==> src/rtl/qk_core_pkg.sv <==
// Shared definitions for the Q.K core sequencer: instruction word layout and FSM states.
package qk_core_pkg;

    localparam int INST_W        = 17;
    localparam int ADDR_W        = 4;

    localparam int OFIFO_RD      = 16;
    localparam int QKMEM_ADD_LSB = 12;
    localparam int PMEM_ADD_LSB  = 8;
    localparam int EXECUTE       = 7;
    localparam int LOAD          = 6;
    localparam int QMEM_RD       = 5;
    localparam int QMEM_WR       = 4;
    localparam int KMEM_RD       = 3;
    localparam int KMEM_WR       = 2;
    localparam int PMEM_RD       = 1;
    localparam int PMEM_WR       = 0;

    typedef enum logic [3:0] {
        S_IDLE,
        S_QWR,
        S_KWR,
        S_KLOAD,
        S_EXEC,
        S_DRAIN,
        S_MOVE,
        S_RDOUT,
        S_DONE
    } state_t;

endpackage

==> src/rtl/qk_core_seq.sv <==
// Instruction sequencer for one Q.K attention-score pass; every output is registered,
// so inst reflects the decision made at the previous clock edge.
module qk_core_seq
    import qk_core_pkg::*;
#(
    parameter int total_cycle = 8,
    parameter int col         = 8,
    parameter int cnt_w       = 5
) (
    input  logic              clk,
    input  logic              reset,
    input  logic              start,
    input  logic              in_valid,
    output logic              in_ready,
    input  logic              ofifo_valid,
    output logic [INST_W-1:0] inst,
    output logic              out_valid,
    output logic [ADDR_W-1:0] out_addr,
    output logic              busy,
    output logic              done
);

    localparam logic [cnt_w-1:0] TC_LAST  = cnt_w'(total_cycle - 1);
    localparam logic [cnt_w-1:0] TC_END   = cnt_w'(total_cycle);
    localparam logic [cnt_w-1:0] COL_LAST = cnt_w'(col - 1);
    localparam logic [cnt_w-1:0] COL_RD   = cnt_w'(col);
    localparam logic [cnt_w-1:0] COL_END  = cnt_w'(col + 1);

    state_t             state, state_next;
    logic [cnt_w-1:0]   cnt, cnt_next, cnt_dec;
    logic [INST_W-1:0]  inst_next;

    assign cnt_dec = cnt - cnt_w'(1);

    always_comb begin
        state_next = state;
        cnt_next   = cnt;
        inst_next  = '0;
        case (state)
            S_IDLE: begin
                if (start) begin
                    state_next = S_QWR;
                    cnt_next   = '0;
                end
            end
            S_QWR: begin
                if (in_valid) begin
                    inst_next[QMEM_WR] = 1'b1;
                    inst_next[QKMEM_ADD_LSB +: ADDR_W] = cnt[ADDR_W-1:0];
                    if (cnt == TC_LAST) begin
                        state_next = S_KWR;
                        cnt_next   = '0;
                    end else begin
                        cnt_next = cnt + cnt_w'(1);
                    end
                end
            end
            S_KWR: begin
                if (in_valid) begin
                    inst_next[KMEM_WR] = 1'b1;
                    inst_next[QKMEM_ADD_LSB +: ADDR_W] = cnt[ADDR_W-1:0];
                    if (cnt == COL_LAST) begin
                        state_next = S_KLOAD;
                        cnt_next   = '0;
                    end else begin
                        cnt_next = cnt + cnt_w'(1);
                    end
                end
            end
            S_KLOAD: begin
                // First and last cycles keep load high without reading, framing the column shift.
                inst_next[LOAD] = 1'b1;
                if (cnt != '0 && cnt <= COL_RD) begin
                    inst_next[KMEM_RD] = 1'b1;
                    inst_next[QKMEM_ADD_LSB +: ADDR_W] = cnt_dec[ADDR_W-1:0];
                end
                if (cnt == COL_END) begin
                    state_next = S_EXEC;
                    cnt_next   = '0;
                end else begin
                    cnt_next = cnt + cnt_w'(1);
                end
            end
            S_EXEC: begin
                inst_next[EXECUTE] = 1'b1;
                inst_next[QMEM_RD] = 1'b1;
                inst_next[QKMEM_ADD_LSB +: ADDR_W] = cnt[ADDR_W-1:0];
                if (cnt == TC_LAST) begin
                    state_next = S_DRAIN;
                    cnt_next   = '0;
                end else begin
                    cnt_next = cnt + cnt_w'(1);
                end
            end
            S_DRAIN: begin
                if (ofifo_valid) begin
                    state_next = S_MOVE;
                end
            end
            S_MOVE: begin
                if (ofifo_valid) begin
                    inst_next[OFIFO_RD] = 1'b1;
                    inst_next[PMEM_WR]  = 1'b1;
                    inst_next[PMEM_ADD_LSB +: ADDR_W] = cnt[ADDR_W-1:0];
                    if (cnt == TC_LAST) begin
                        state_next = S_RDOUT;
                        cnt_next   = '0;
                    end else begin
                        cnt_next = cnt + cnt_w'(1);
                    end
                end
            end
            S_RDOUT: begin
                // One extra idle count lets the final read's data land in the DONE cycle.
                if (cnt != TC_END) begin
                    inst_next[PMEM_RD] = 1'b1;
                    inst_next[PMEM_ADD_LSB +: ADDR_W] = cnt[ADDR_W-1:0];
                    cnt_next = cnt + cnt_w'(1);
                end else begin
                    state_next = S_DONE;
                    cnt_next   = '0;
                end
            end
            S_DONE: begin
                state_next = S_IDLE;
            end
            default: begin
                state_next = S_IDLE;
                cnt_next   = '0;
            end
        endcase
    end

    always_ff @(posedge clk or negedge reset) begin
        if (!reset) begin
            state     <= S_IDLE;
            cnt       <= '0;
            inst      <= '0;
            in_ready  <= 1'b0;
            out_valid <= 1'b0;
            out_addr  <= '0;
            busy      <= 1'b0;
            done      <= 1'b0;
        end else begin
            state     <= state_next;
            cnt       <= cnt_next;
            inst      <= inst_next;
            in_ready  <= (state_next == S_QWR) || (state_next == S_KWR);
            out_valid <= inst[PMEM_RD];
            out_addr  <= inst[PMEM_ADD_LSB +: ADDR_W];
            busy      <= (state_next != S_IDLE);
            done      <= (state_next == S_DONE);
        end
    end

endmodule

==> config.mk <==
export PLATFORM = sky130hd
export DESIGN_NAME = qk_core_seq
export DESIGN_NICKNAME = d
export VERILOG_FILES = /design/src/rtl/qk_core_pkg.sv /design/src/rtl/qk_core_seq.sv
export SDC_FILE = /design/constraint.sdc
export NUM_CORES = 1
export LEC_CHECK = 0
export CAP_MARGIN = 40
export CORE_MARGIN = 3
export CORE_UTILIZATION = 57
export CTS_BUF_LIST = sky130_fd_sc_hd__clkbuf_4
export DETAILED_ROUTE_END_ITERATION = 10
export PLACE_DENSITY = 0.94
export SLEW_MARGIN = 20
export SYNTH_ARGS = -nofsm -noshare
export SYNTH_HDL_FRONTEND = slang
export SYNTH_SLANG_ARGS = --single-unit
export TNS_END_PERCENT = 1
==> constraint.sdc <==
create_clock -name clk -period 3.79 [get_ports clk]
set_clock_uncertainty 0.05 [all_clocks]
set_input_delay 0.758 -clock clk [delete_from_list [all_inputs] [get_ports clk]]
set_output_delay 0.758 -clock clk [all_outputs]
set_load 0.005 [all_outputs]
==> results of run 1 <==
per-stage QoR:
stage | std cells | setup slack, ns | area, µm²
detailed placement | 200 | 1.09 | 1850
floorplan | 150 | 1.73 | 1570
global route | 208 | 1.39 | 1930
finish | 208 | 1.44 | 1930
CTS | 208 | 1.46 | 1930
global placement | 200 | 1.19 | 1850
placed cells by master (no fill, tap or decap), types with 2 or more instances in the layout:
cell / n
clkbuf_4: 6
o211ai_1: 3
inv_1: 5
nand2b_1: 6
o21ai_0: 5
nor2_1: 14
a211o_1: 2
nand2_1: 7
a22o_1: 2
and2_1: 6
nor3_1: 9
clkdlybuf4s50_1: 29
and2b_1: 2
ha_1: 4
nand3_1: 3
a31oi_1: 2
mux2_2: 2
a21oi_1: 5
nor2b_1: 4
dfrtp_1: 32
flip-flops by register name (all words and copies together) (netlist names):
register   count
done           1
out_valid      1
out_addr       4
cnt            5
busy           1
state          4
in_ready       1
inst          15
cell families (layout without fill, tap and decap cells):
family / Yosys count / count (layout) / share of synthesized area, %
and+or+nand+nor: 61 / 61 / 22.9
buffers and inverters: 16 / 44 / 4.79
AOI/OAI and AO/OA: 33 / 33 / 15.3
adders and majority gates: 4 / 4 / 3.20
xor gates and xnor gates: 1 / 1 / 0.559
DFF: 32 / 32 / 51.1
muxes: 3 / 3 / 2.08
power by group:
part / switching (mW) / internal [mW] / leakage [nW]
Combinational: 0.264 / 0.314 / 0.387
Sequential: 0.130 / 0.437 / 0.419
Clock: 0.108 / 0.145 / 0.0456
worst max path at each step:
stage | from | to | slack, ns
after global routing | in_valid | in_ready | 1.39
after detailed placement | in_valid | in_ready | 1.09
final | in_valid | in_ready | 1.44
after floorplan | in_valid | in_ready | 1.73
after CTS | in_valid | in_ready | 1.46
after global placement | in_valid | in_ready | 1.19
layer usage:
metal | GRT usage [%] | routed length, µm
met5 | 0 | 0
met4 | 13.2 | 91
met3 | 6.80 | 246
met2 | 33.5 | 1590
met1 | 23.6 | 1200
final cells by class:
class                   count  area (µm²)  share of cell area [%]
well taps                  30        37.5                    1.95
repair buffers             30         298                    15.4
clock inverters             2        35.0                    1.82
clock buffers               6        45.0                    2.33
inverters                   6        22.5                    1.17
flip-flops and latches     32         801                    41.5
multi-input cells         102         691                    35.8
==> flow_summary.yaml, run 1 <==
synth:
  synth_area_leader_cell: "dfrtp_1"
  synth-seq-area-share_pct: 51.1
  ys_top_cells_by_count: "32 x dfrtp_1, 14 x nor2_1, 9 x nor3_1, 7 x nand2_1"
  synthTopCellsByArea: "dfrtp_1 51%, nor2_1 3.4%, ha_1 3.2%"
  yosysMostFrequentCell: "dfrtp_1"
  synth_top_flop_cell: "dfrtp_1"
  netlist_area_um2: 1570
  synth_top_cell_area_share_pct: 51.1
  ys.warnings.count: 0
  async_reset_ff_share_pct: 100
  synth-edff-count: 0
  yosysUniqueCellTypes: 48
  syn_area_per_cell_um2: 10.4
  synth_nets: 159
  synth_cells: 150
  synth-seq-cells: 32
route:
  firstDrtPassIters: 4
  drtIter0Drc: 25
  drc: 0
  num_vias: 1236
  post_drt_wl_per_cell_um: 15.0
  via_per_inst: 5.94
  ant_nets: 0
  wl_um: 3130
clocking:
  clk_latency_ns: 0.33
  ctsResizeCount: 0
  cts_sinks: 32
  postCtsHoldBufs: 0
  clockRootBuffer: "clkbuf_4"
  htreeDepth: 2
  postCtsSetupRepairBufs: 0
  path_clk_slew_ns: 0.09
  clockBufferDepth: 2
  cts_inserted_buffers: 5
  cts_tree: "built"
worst_setup_path:
  crit_fanout: 4
  crit_arrival_ns: 2.55
  critical_path_class: "input port to register"
  cp-start-kind: "input port"
  r2r_cells: 7
  cp_slowest_stage_delay_ns: 0.52
  path_delay_family: "simple AND/OR/NAND/NOR gates"
  rrSetupSlack_ns: 1.65
  critPathSlowestCell: "or4_1"
  r2r_start: "cnt[0]"
  r2r-end: "cnt[4]"
  crit_chain: "clkdlybuf4s50_1 > or3b_4 > o21ai_2 > a21oi_2 > or4_1 > a21boi_1"
  cp.required_ns: 4.00
  setup.worst_path.end_class: "register"
  path_buf_inv: 1
  path_depth: 6
min_path:
  whs_path_depth: 0
  hp-class: "register to register"
  hold_end: "out_valid"
  worstHoldStart: "inst[1]"
global_routing:
  grt_max_degree: 33
  grt_usage_pct: 20.8
  grt_pass1_vias: 1209
  grt_pass1_wl_um: 5260
  antenna_found_initial: 0
  grt.overflow.total: 0
floorplan:
  io_pins: 30
  initial_core_util_pct: 61.6
  core-area_um2: 2540
  chipHeight_um: 58.4
  die_w_um: 58.4
  row_count: 18
  die-area_um2: 3410
timing:
  tightest_slew_ns: 0.527
  timing.final.crit_period_ns: 2.35
  fin_tns_setup_ns: 0
  max_freq_mhz: 426
  finalCritPeriodShare_pct: 61.9
  finalHoldViolations: 0
  maxSlewViolCount: 0
  setup_viol: 0
  rsz0062_at_grt: "no"
  hold_slack_ns: 0.331
  maxSlewHeadroom_pct: 64.9
finish:
  antenna_cells: 0
  fin_nets: 186
  drive_above_1_share_pct: 10.7
  syn_to_final_growth_pct: 23.2
  nFillCells: 171
  final_util_pct: 75.8
run_status:
  outcome: "completed"
placed_design:
  port_buffers: 29
  gp_congestion: 0.821
  dp_hpwl_um: 2300
job:
  cap_violations: 0
power:
  power_density_nw_per_um2: 725
  peakVddDrop_mv: 0.547
  power_mw: 1.40
  cellLeakagePower_nw: 0.851
Power figures use the tool's default switching activity.
==> inputs of run 2 (changes only) <==
CORE_UTILIZATION = 48   (was 57)
PLACE_DENSITY = 0.85   (was 0.94)
clock period = 2 ns   (was 3.79 ns; I/O delays follow)
==> run 2 against run 1 <==
Net effect:
- the flow now finishes with violations (setup timing)
- die area up 17%
- total power up 93%
- clock power up 26%
- sequential power up 75%
- non-clock buffer count up 15
- largest power group unchanged
==> flow_summary.yaml, run 2 (synthesis results as in run 1) <==
min_path:
  whs_path_depth: 0
  hp-class: "register to register"
  worstHoldStart: "inst[8]"
  hold_end: "out_addr[0]"
finish:
  regMostFlops: "inst"
  nFillCells: 239
  largest_reg_flops: 15
  syn_to_final_growth_pct: 30.9
  antenna_cells: 0
  fin_area_um2: 2050
  final_cell_mix: "31 x dfrtp_1, 29 x clkdlybuf4s50_1, 16 x buf_4"
  drive_above_1_share_pct: 18.2
  fin_nets: 201
  layout_commonest_cell: "dfrtp_1"
  largestRegisters: "inst: 15 flops, cnt: 5 flops"
  final_util_pct: 66.6
timing:
  setup_viol: 1
  setup_ws_ns: -0.00207
  finalHoldViolations: 0
  finalCritPeriodShare_pct: 100
  max_freq_mhz: 499
  maxSlewViolCount: 0
  fin_tns_setup_ns: -0.00207
  maxSlewHeadroom_pct: 73.3
  timing.final.crit_period_ns: 2.00
  rsz0062_at_grt: "yes"
  tightest_slew_ns: 0.401
power:
  power_mw: 2.70
  power_density_nw_per_um2: 1320
  peakVddDrop_mv: 0.647
  cellLeakagePower_nw: 0.913
clocking:
  path_clk_slew_ns: 0.09
  clockBufferDepth: 2
  cts_tree: "built"
  postCtsSetupRepairBufs: 0
  htreeDepth: 2
  clockRootBuffer: "clkbuf_4"
  cts_sinks: 32
  cts_inserted_buffers: 5
  clk_latency_ns: 0.32
run_status:
  failed_checks: "setup timing"
  outcome: "finished with violations"
worst_setup_path:
  cp.required_ns: 2.21
  rrSetupSlack_ns: 0.07
  cp_slowest_stage_delay_ns: 0.53
  critical_path_class: "input port to register"
  r2r_cells: 5
  r2r-end: "cnt[3]"
  crit_path_start: "in_valid"
  critPathSlowestCell: "clkdlybuf4s50_1"
  cp-start-kind: "input port"
  crit_fanout: 4
  crit_chain: "clkdlybuf4s50_1 > or3b_4 > o21ai_2 > a21oi_2 > or4_1 > a21boi_1"
  crit_arrival_ns: 2.21
  setup.worst_path.end_class: "register"
  r2r_start: "state[1]"
placed_design:
  port_buffers: 29
  gp_congestion: 0.847
  dp_hpwl_um: 2510
  post_dp_cell_area_um2: 1980
floorplan:
  die-area_um2: 3980
  initial_core_util_pct: 50.9
  die_w_um: 63.1
  io_pins: 30
  chipHeight_um: 63.1
  core-area_um2: 3080
  row_count: 20
route:
  post_drt_wl_per_cell_um: 14.3
  num_vias: 1287
  ant_nets: 0
  wl_um: 3380
  via_per_inst: 5.45
  drtIter0Drc: 75
  firstDrtPassIters: 4
  drc: 0
global_routing:
  grt_pass1_vias: 1237
  antenna_found_initial: 0
  grt.overflow.total: 0
  grt_max_degree: 33
  grt_usage_pct: 18.3
  grt_pass1_wl_um: 5690
job:
  cap_violations: 0
==> run 2: stage by stage <==
stage	worst slack, ns	hold WS (ns)	cells
global placement	-0.248	0.307	229
floorplan	0.150	0.0544	150
finish	-0.00207	0.336	236
CTS	0.0129	0.343	236
detailed placement	-0.317	0.322	229
global route	-0.0672	0.359	236
==> run 2: critical path, delay by kind of cell <==
kind,cells,cell delay [ns]
AND/OR/NAND/NOR,2,0.92
buffers and inverters,1,0.53
AO/OA/AOI/OAI,3,0.36
==> run 2: how the worst max path moves through the flow <==
stage,end,slack (ns),cells after the start
floorplan,cnt[4],0.15,7
global placement,in_ready,-0.25,6
detailed placement,in_ready,-0.32,6
CTS,in_ready,0.01,6
global route,in_ready,-0.07,6
finish,in_ready,-0.002,6
==> run 2: per-layer routing <==
layer | part of all wire, % | GRT usage [%] | vias up
li1 | - | - | 608
met1 | 42 | 21.3 | 639
met2 | 52 | 31.5 | 33
met3 | 4.1 | 3.74 | 7
met4 | 2.1 | 9.64 | 0
met5 | 0 | 0 | -
==> run 2: report_power, final <==
group / internal (mW) / total [mW] / switching [mW]
combinational: 0.753 / 1.39 / 0.635
clock: 0.122 / 0.321 / 0.198
sequential: 0.832 / 0.992 / 0.160
==> run 2: area by class of cell <==
type | instances | area, µm² | area share [%]
inverter | 6 | 22.5 | 1.10
multi-input combinational | 102 | 716 | 34.9
tap | 44 | 55.1 | 2.68
sequential | 32 | 802 | 39.1
timing repair buffer | 45 | 410 | 20.0
clock inverter | 2 | 7.51 | 0.366
clock buffer | 5 | 37.5 | 1.83
==> run 2: timing repair <==
item                       4_1_cts  5_1_grt
hold buffers                     0        0
gates resized for setup          0        5
setup endpoints to repair        0        8
==> inputs of run 3 (changes only) <==
CORE_UTILIZATION = 42   (was 48)
PLACE_DENSITY = 0.76   (was 0.85)
==> run 3 against run 2 <==
Net effect:
- the flow now finishes without violations
- first-iteration DRC count fell by 23%
- critical path depth did not move
- combinational power barely moved
- sequential share of layout area fell by 0.99 points
- non-clock buffer count rose by 1
- worst setup slack improved by 0.021 ns
- global-route usage fell by 1.1 points
- die area rose by 13%
- largest cell class unchanged
==> flow_summary.yaml, run 3 (synthesis results as in run 1) <==
route:
  wl_met1_um: 1360
  wl_met2_um: 1820
  num_vias: 1256
  ant_nets: 0
  drc: 0
  wl_um: 3390
  maxUsedRoutingLayer: "met4"
  post_drt_wl_per_cell_um: 14.1
  via_per_inst: 5.23
  drtIter0Drc: 58
  wl_met3_um: 150
  firstDrtPassIters: 4
finish:
  largestRegisters: "inst: 15 flops, cnt: 5 flops"
  regArea_um2: 805
  layout_commonest_cell: "dfrtp_1"
  regMostFlops: "inst"
  largest_reg_flops: 15
  antenna_cells: 0
  fin_area_um2: 2110
  final_cell_mix: "29 x dfrtp_1, 28 x clkdlybuf4s50_1, 17 x buf_4"
  drive_above_1_share_pct: 22.7
  syn_to_final_growth_pct: 34.7
  multi_input_area_um2: 726
  nFillCells: 287
  fin_nets: 202
  final_util_pct: 60.9
timing:
  setup_viol: 0
  timing.final.crit_period_ns: 1.98
  maxSlewViolCount: 0
  finalCritPeriodShare_pct: 99.0
  rsz0062_at_grt: "yes"
  tightest_slew_ns: 0.402
  maxSlewHeadroom_pct: 72.9
  finalHoldViolations: 0
  setup_ws_ns: 0.0190
  max_freq_mhz: 505
global_routing:
  grt_max_degree: 33
  grt_pass1_vias: 1291
  antenna_found_initial: 0
  grt_pass1_wl_um: 5700
  grt.overflow.total: 0
  grt_usage_pct: 17.2
power:
  p_seq_share_pct: 35.1
  swShare_pct: 35.9
  power_density_nw_per_um2: 1370
  peakVddDrop_mv: 0.458
  power_frac_comb_pct: 48.0
  p_int_mw: 1.86
  netSwitchingPower_mw: 1.04
  power_mw: 2.90
  cellLeakagePower_nw: 0.939
  p_clk_share_pct: 16.9
clocking:
  clockBufferDepth: 2
  cts_tree: "built"
  cts_inserted_buffers: 5
  cts_sinks: 32
  clockRootBuffer: "clkbuf_4"
  htreeDepth: 2
  clk_latency_ns: 0.34
  path_clk_slew_ns: 0.11
floorplan:
  die_w_um: 67.1
  chipHeight_um: 67.1
  die-area_um2: 4500
  core-area_um2: 3470
  initial_core_util_pct: 45.2
  io_pins: 30
  row_count: 21
worst_setup_path:
  crit_arrival_ns: 2.21
  r2r_cells: 6
  cp-start-kind: "register"
  cp.required_ns: 2.23
  critPathSlowestCell: "or4_1"
  crit_fanout: 7
  cp_slowest_stage_delay_ns: 0.50
  setup.worst_path.end_class: "register"
  crit_chain: "ha_4 > nand4bb_4 > o211ai_1 > o41ai_2 > or4_1 > a21boi_1"
  critical_path_class: "register to register"
placed_design:
  pre_cts_slack_ns: -0.336
  dp_hpwl_um: 2460
  port_buffers: 29
  post_dp_cell_area_um2: 1960
  gp_congestion: 0.897
min_path:
  whs_path_depth: 0
  hp-class: "register to register"
job:
  cap_violations: 0
run_status:
  outcome: "completed"
run 3: area by class of cell:
| class | count | share of cell area [%] |
|---|---|---|
| Clock buffer | 5 | 1.78 |
| Clock inverter | 3 | 2.02 |
| Inverter | 6 | 1.07 |
| Multi-Input combinational cell | 102 | 34.4 |
| Sequential cell | 32 | 38.1 |
| Tap cell | 46 | 2.73 |
| Timing Repair Buffer | 46 | 19.9 |
run 3: power groups by stage:
stage	sequential [mW]	clock, mW	combinational [mW]
3_5_place_dp	1.02	0	1.30
2_1_floorplan	0.964	0	0.787
6_report	1.02	0.490	1.39
4_1_cts	1.00	0.502	1.34
3_3_place_gp	1.01	0	1.24
5_1_grt	1.05	0.530	1.53
run 3: through the flow:
stage               setup TNS (ns)  instances  hold slack, ns
global route                -0.112        240           0.351
floorplan                        0        150          0.0544
detailed placement          -0.927        228           0.309
global placement            -0.602        228           0.309
CTS                              0        238           0.332
finish                           0        240           0.330
run 3: routing by layer:
metal  up-vias  track usage [%]
li1        612                -
met1       598             18.9
met2        42             28.7
met3         4             4.89
met4         0             10.9
met5         -                0
run 3: worst max-delay path: cells and delay by family, from the launching register on:
family                   cells  cell delay [ns]
AND/OR/NAND/NOR              2             0.67
AO/OA/AOI/OAI                3             0.54
flip-flops                   1             0.47
adder cells (fa/ha/maj)      1             0.18
run 3: timing repair:
action / 4_1_cts / 5_1_grt
endpoints found under the hold margin: 0 / 0
hold buffers: 0 / 0
setup buffers: 2 / 2
pin swaps: 0 / 3
gates resized for setup: 1 / 11
setup endpoints to repair: 2 / 7
run 3: worst paths after layout:
kind,startpoint,endpoint,slack [ns]
worst max-delay path,cnt[0],in_ready,0.02
worst min register to register,inst[9],out_addr[1],0.33
worst max register to register,cnt[0],in_ready,0.02
min in group asynchronous,reset,inst[4],0.39
max in group asynchronous,reset,cnt[3],1.21
worst min-delay path,inst[9],out_addr[1],0.33
